--- config.mk ---
export PLATFORM = sky130hd
export DESIGN_NAME = instr_fetch_unit
export DESIGN_NICKNAME = d
export VERILOG_FILES = /design/src/rtl/instr_fetch_unit.sv
export SDC_FILE = /design/constraint.sdc
export NUM_CORES = 1
export LEC_CHECK = 0
export ABC_AREA = 1
export BUFFER_PORTS_ARGS = -buffer_cell sky130_fd_sc_hd__buf_2
export CORE_MARGIN = 2
export CORE_UTILIZATION = 40
export DETAILED_ROUTE_END_ITERATION = 10
export PLACE_DENSITY = 0.66
export SLEW_MARGIN = 40
export SYNTH_ARGS = -nofsm -noshare
export SYNTH_HDL_FRONTEND = slang
export SYNTH_SLANG_ARGS = --single-unit
--- constraint.sdc ---
create_clock -name clk -period 3.21 [get_ports clk]
set_input_delay 0.642 -clock clk [delete_from_list [all_inputs] [get_ports clk]]
set_output_delay 0.642 -clock clk [all_outputs]
set_load 0.01 [all_outputs]
--- src/rtl/instr_fetch_unit.sv ---
// instr_fetch_unit: program counter, ROM addressing and IF/ID pipeline register
// for the LEGv8 fetch stage. The decode stage sees a stream of instructions
// qualified by a valid bit. Stall, redirect and end-of-program are resolved here.
module instr_fetch_unit #(
  parameter int unsigned PROG_LEN = 7,
  parameter logic [15:0] RESET_PC = 16'h0000
) (
  input  logic        clk,
  input  logic        reset,
  output logic [15:0] rom_addr,
  input  logic [31:0] rom_data,
  input  logic        stall,
  input  logic        redirect,
  input  logic [15:0] redirect_pc,
  output logic [31:0] if_id_instr,
  output logic [15:0] if_id_pc,
  output logic        if_id_valid,
  output logic        done,
  output logic [15:0] fetch_count
);

  typedef enum logic {
    ST_RUN  = 1'b0,
    ST_DONE = 1'b1
  } state_t;

  // The end-of-program compare is 17 bits wide, so pc+1 from 16'hFFFF cannot wrap.
  localparam logic [16:0] PROG_END = 17'(PROG_LEN);

  state_t      state_q, state_d;
  logic [15:0] pc_q, pc_d;
  logic [31:0] instr_q, instr_d;
  logic [15:0] ipc_q, ipc_d;
  logic        valid_q, valid_d;
  logic [15:0] count_q, count_d;
  logic [16:0] pc_inc;

  // The delivered-instruction counter sticks at all-ones and does not wrap.
  function automatic logic [15:0] sat_inc(input logic [15:0] v);
    return (v == 16'hFFFF) ? v : v + 16'd1;
  endfunction

  // Next-state logic. Priority order is redirect, then stall, then normal advance.
  always_comb begin
    state_d = state_q;
    pc_d    = pc_q;
    instr_d = instr_q;
    ipc_d   = ipc_q;
    valid_d = valid_q;
    count_d = count_q;
    pc_inc  = {1'b0, pc_q} + 17'd1;

    if (redirect) begin
      // Squash the wrong-path word. The instruction and PC fields keep their old values.
      valid_d = 1'b0;
      pc_d    = redirect_pc;
      state_d = ({1'b0, redirect_pc} < PROG_END) ? ST_RUN : ST_DONE;
    end else if (stall) begin
      // Hold everything, including a valid instruction that is sitting in IF/ID.
    end else if (state_q == ST_RUN) begin
      instr_d = rom_data;
      ipc_d   = pc_q;
      valid_d = 1'b1;
      count_d = sat_inc(count_q);
      pc_d    = pc_inc[15:0];
      if (pc_inc >= PROG_END) begin
        state_d = ST_DONE;
      end
    end else begin
      // Past the program end: no fetch, so IF/ID drains to a bubble.
      valid_d = 1'b0;
    end
  end

  // State and pipeline registers. Reset has priority over stall and redirect.
  always_ff @(posedge clk) begin
    if (reset) begin
      state_q <= ST_RUN;
      pc_q    <= RESET_PC;
      instr_q <= '0;
      ipc_q   <= '0;
      valid_q <= 1'b0;
      count_q <= '0;
    end else begin
      state_q <= state_d;
      pc_q    <= pc_d;
      instr_q <= instr_d;
      ipc_q   <= ipc_d;
      valid_q <= valid_d;
      count_q <= count_d;
    end
  end

  assign rom_addr    = pc_q;
  assign if_id_instr = instr_q;
  assign if_id_pc    = ipc_q;
  assign if_id_valid = valid_q;
  assign done        = (state_q == ST_DONE);
  assign fetch_count = count_q;

endmodule
# After elaboration in Yosys (flattened, before gate mapping)

Cells that the tools add are included.

Add/sub/neg operators: 2
Magnitude comparators: 2
Equality and inequality tests: 3
Muxes and demuxes: 9
Bitwise gates (word level): 4
Reduce and logical (&&, ||, !) cells: 4

Operators with widths:

| cell                    | number |
|---|---|
| $mux W16                | 3 |
| $add A16 B1 Y17 const B | 1 |
| $ge A17 B3 Y1 const B   | 1 |
| $add A16 B1 Y16 const B | 1 |
| $eq A16 B16 Y1 const B  | 1 |
| $lt A16 B3 Y1 const B   | 1 |
| $mux W1                 | 6 |
| $not A1 Y1              | 4 |
| $reduce_and A4 Y1       | 1 |
| $reduce_and A3 Y1       | 1 |
| $ne A2 B1 Y1 const B    | 1 |
| $ne A2 B2 Y1 const B    | 1 |
| $reduce_and A2 Y1       | 1 |
| $reduce_or A2 Y1        | 1 |

Register bits after elaboration: 82
Input bits: 52
Output and inout bits: 82
Word-level logic and storage cells: 30

# Logic depth before layout (Yosys ltp)

Word-level depth: 6
Gate-level depth with buffers: 13
Mapped depth without buffers: 13

# Worst setup path before layout

Ideal clock, no wire load.

Path type: reg-to-reg
From: register count_q[1], in the netlist fetch_count[1]
To: register count_q[8], in the netlist fetch_count[8]
Setup time: 0.139 ns
Arrival time: 1.615 ns
Data required time: 3.071 ns
Setup slack: 1.456 ns
Stages on the path, launching flop included: 12
Path buffers: 1
Clock period less this slack: 1.754 ns
Path through: dfxtp_1 ha_1 inv_1 nor4_4 nand2_2 nor2_2 nand2_2 nand2_4 inv_2 buf_6 nand2_1 a21oi_2

Word-level cells in the longest chain between the ends: 3
Elaborated cells between the ends (all ways): 4
Classes of those cells: 1 x add/sub; 1 x eq/ne; 1 x bitwise; 1 x reduce/logical

Ends and longest elaborated chain:

| item                                                                    | line | RTL |
|---|---|---|
| start: declaration                                                      | 35   | `logic [15:0] count_q, count_d;` |
| start signal: assignment                                                | 90   | `count_q <= count_d;` |
| parallel branches: the longest is 3 deep, another holds $add A16 B1 Y16 | n/a  |  |

Several ways; the timed one is not identified.
A chain may end at the register's enable or synchronous reset.

# Final worst setup path

From: register pc_q[1], in the netlist rom_addr[1]
To: register state_q, in the netlist done

Word-level cells in the longest chain between the ends: 6

Ends and longest elaborated chain:

| item                     | line | RTL |
|---|---|---|
| start: declaration       | 31   | `logic [15:0] pc_q, pc_d;` |
| start signal: assignment | 86   | `pc_q <= pc_d;` |
| $add A16 B1 Y17          | 51   | `pc_inc = {1'b0, pc_q} + 17'd1;` |
| $ge A17 B3 Y1            | 66   | `if (pc_inc >= PROG_END) begin` |
| $mux W1                  | 66   |  |
| $mux W1                  | 60   | `end else if (state_q == ST_RUN) begin` |
| $mux W1                  | 58   | `end else if (stall) begin` |
| $mux W1                  | 53   | `if (redirect) begin` |
| end signal: assignment   | 85   | `state_q <= state_d;` |
| end: declaration         | 30   | `state_t state_q, state_d;` |

No other way between the ends. The select of a mux whose other input is x is not followed.

==> flow_summary.toml <==
[global_routing]
grt_pass1_vias = 3496
grt_overflow_total = 0
grt_util_all_layers = 0.204
grt_max_degree = 54
grt_first_pass_wirelength_um = 16800
antenna_found_initial = 0

[worst_setup_path]
crit_fanout = 8
startpoint_type = "flop"
path_class = "reg -> reg"
required_time_worst_endpoint_ns = 3.45
ff2ff_setup_slack_ns = 1.11
cp-end-kind = "flop"
critPathArrivalTime_ns = 2.34

[cells_and_area]
final_net_count = 728
multi_input_area_um2 = 1890
area.sequential_um2 = 1640
final_cell_count_no_fill = 789
mostFrequentLayoutCells = "133 x sky130_fd_sc_hd__buf_2, 124 x sky130_fd_sc_hd__nand2_1, 116 x sky130_fd_sc_hd__nor2_1"
layout_cell_share_with_drive_strength_beyond_1 = 0.252
antennaDiodeCount = 0
layout_commonest_cell = "sky130_fd_sc_hd__buf_2"
fillCellCount = 912
layout-area-overhead-vs-synth_pct = 24.5

[floorplan]
initial_utilization = 0.412
std_cell_rows = 35
ioPinCount = 134
design.die.area_um2 = 10300
chipHeight_um = 101
floorplan.die.width_um = 101
core-area_um2 = 9200

[routing]
post_drt_wl_per_cell_um = 13.1
detail_route.vias_per_cell = 4.99
first_iter_violations = 212
detail-route-antenna-nets = 0
total_length_of_routed_wires_um = 10400
firstDrtPassIters = 5
drc_errors = 0
dr_total_vias = 3941

[timing]
fin_crit_ns = 2.10
report.final.setup_viol = 0
share_of_the_clock_period_used_by_the_worst_path_after_layout = 0.654
fmax_mhz = 476
final-max-slew-violation-count = 0
skew_ns = 0.0103
hold_violation_count_in_the_final_report = 0
max_slew_margin = 0.612
grt_setup_unrepaired = "no"
worstMarginPinSlew_ns = 0.580
setup_tns_final_ns = 0
setup_ws_ns = 1.11
hold-worst-slack_ns = 0.484

[cts]
clockBufferDepth = 2
clock_tree.root_cell = "sky130_fd_sc_hd__clkbuf_8"
clock_network_latency_to_the_later_pin_of_the_worst_skew_pair_ns = 0.34
cts.sink_count = 82
htree_levels = 3
cts_hold_repair.buffers = 0
path_clk_slew_ns = 0.09
cts_tree = "yes"
cts_made_buffers = 9
postCtsResizedCells = 0
postCtsSetupRepairBufs = 0

[pwr]
totalPowerFinal_w = 0.00215
vdd_drop_max_v = 0.000258
proportion_of_power_drawn_by_flip_flops_and_latches = 0.515
switching_share = 0.275
net-switching-power_w = 0.000592
design_internal_power_w = 0.00156
clkPwrFrac = 0.353
powerDensity_nw_per_um2 = 457
pwr-share-comb = 0.132
power.leakage_nw = 2.17

[placed_design]
i_o_buffers = 133
gpl.final_weighted_congestion = 0.859
dpl.hpwl_um = 7630
dpl_worst_slack_ns = 1.06
placed_cells = 773

[logic_synthesis]
proportion_of_synthesized_chip_area_in_sequential_cells = 0.433
yosys.area.top_type_share = 0.433
synthesis.area_um2 = 3790
synthDominantAreaCellType = "sky130_fd_sc_hd__dfxtp_1"
synth_cells = 549
yosys.cell_types.count = 28
synth_warnings = 0
number_of_storage_elements_in_the_synthesis_netlist = 82
yosys-top-cells-area = "sky130_fd_sc_hd__dfxtp_1 43%, sky130_fd_sc_hd__nand2_1 12%, sky130_fd_sc_hd__nor2_1 11%"
post_synth.cell_area_avg_um2 = 6.90
synth.net_count = 604

[worst_hold_path]
min_path_type = "reg -> reg"

[job]
max_cap_violations = 0

[status]
run_status = "completed"
[state kept, by name, summed over array words and instances (netlist names)]
name	flops
if_id_instr	32
done	1
fetch_count	16
if_id_pc	16
rom_addr	16
if_id_valid	1
[Yosys cell counts]
cell and count:
sky130_fd_sc_hd__clkbuf_1 20, sky130_fd_sc_hd__buf_6 1, sky130_fd_sc_hd__a21oi_2 7, sky130_fd_sc_hd__nor3_1 8, sky130_fd_sc_hd__xor2_1 8, sky130_fd_sc_hd__inv_2 2, sky130_fd_sc_hd__buf_1 1, sky130_fd_sc_hd__nor2_1 116
sky130_fd_sc_hd__nor2_2 2, sky130_fd_sc_hd__buf_2 2, sky130_fd_sc_hd__ha_1 3, sky130_fd_sc_hd__a21oi_1 22, sky130_fd_sc_hd__a31oi_1 14, sky130_fd_sc_hd__clkbuf_2 1, sky130_fd_sc_hd__a211oi_1 1, sky130_fd_sc_hd__nand2_2 2
sky130_fd_sc_hd__nand3_1 22, sky130_fd_sc_hd__buf_12 1, sky130_fd_sc_hd__nor4_1 3, sky130_fd_sc_hd__inv_1 33, sky130_fd_sc_hd__nand2_4 1, sky130_fd_sc_hd__dfxtp_1 82, sky130_fd_sc_hd__o21ai_0 58, sky130_fd_sc_hd__a22oi_1 1
sky130_fd_sc_hd__nand2_1 124, sky130_fd_sc_hd__nand4_1 9, sky130_fd_sc_hd__nor4_4 1, sky130_fd_sc_hd__xnor2_1 4
[area by class of cell]
cell class	count	share of cell area
tap	111	0.0295
multi-input combinational	406	0.401
clock buffer	10	0.0292
inverter	35	0.0279
timing repair buffer	139	0.151
clock inverter	6	0.0138
sequential	82	0.348
[final timing paths]
kind                                 startpoint               to  depth (start not counted)
worst max register to register      rom_addr[1]             done                         12
worst min register to register  if_id_instr[30]  if_id_instr[30]                          2
worst min-delay path            if_id_instr[30]  if_id_instr[30]                          2
worst max-delay path                rom_addr[1]             done                         12
[cell families after synthesis]
group	count (synthesis)	share of synthesized area
simple gates	288	0.312
compound gates	103	0.149
flops	82	0.433
buf+inv	61	0.0677
xor+xnor	12	0.0277
fa+ha+maj	3	0.00991
[stage by stage]
stage           util  cell area, µm²
3_5_place_dp   0.491            4510
4_1_cts        0.513            4720
5_1_grt        0.513            4720
6_report       0.513            4720
3_3_place_gp   0.491            4510
2_1_floorplan      -            3790
[critical path, stage by stage (launching register included)]
cell and delay (ns):
sky130_fd_sc_hd__dfxtp_1 0.46, sky130_fd_sc_hd__ha_1 0.25, sky130_fd_sc_hd__nand2_1 0.07, sky130_fd_sc_hd__nor2_1 0.46
sky130_fd_sc_hd__nand3_1 0.15, sky130_fd_sc_hd__nand2_1 0.09, sky130_fd_sc_hd__nand2_1 0.08, sky130_fd_sc_hd__nor2_1 0.12
sky130_fd_sc_hd__nand3_1 0.07, sky130_fd_sc_hd__nor2_1 0.09, sky130_fd_sc_hd__nand2_1 0.07, sky130_fd_sc_hd__nand2_1 0.05
sky130_fd_sc_hd__a21oi_1 0.05
[power by group through the flow]
stage                     registers [W]  clock network, W  logic, W
final                           0.00111          0.000761  0.000283
after global routing            0.00112          0.000833  0.000323
after CTS                       0.00111          0.000788  0.000286
after detailed placement        0.00113                 0  0.000285
after global placement          0.00113                 0  0.000281
after floorplan                 0.00115                 0  0.000142
[routing by layer]
| layer | part of all wire | global-route usage |
|---|---|---|
| met4 | 0.0018 | 0.0374 |
| met1 | 0.46 | 0.274 |
| met2 | 0.46 | 0.321 |
| met5 | 0 | 0 |
| met3 | 0.083 | 0.0711 |
(Power assumes the default switching activity.)
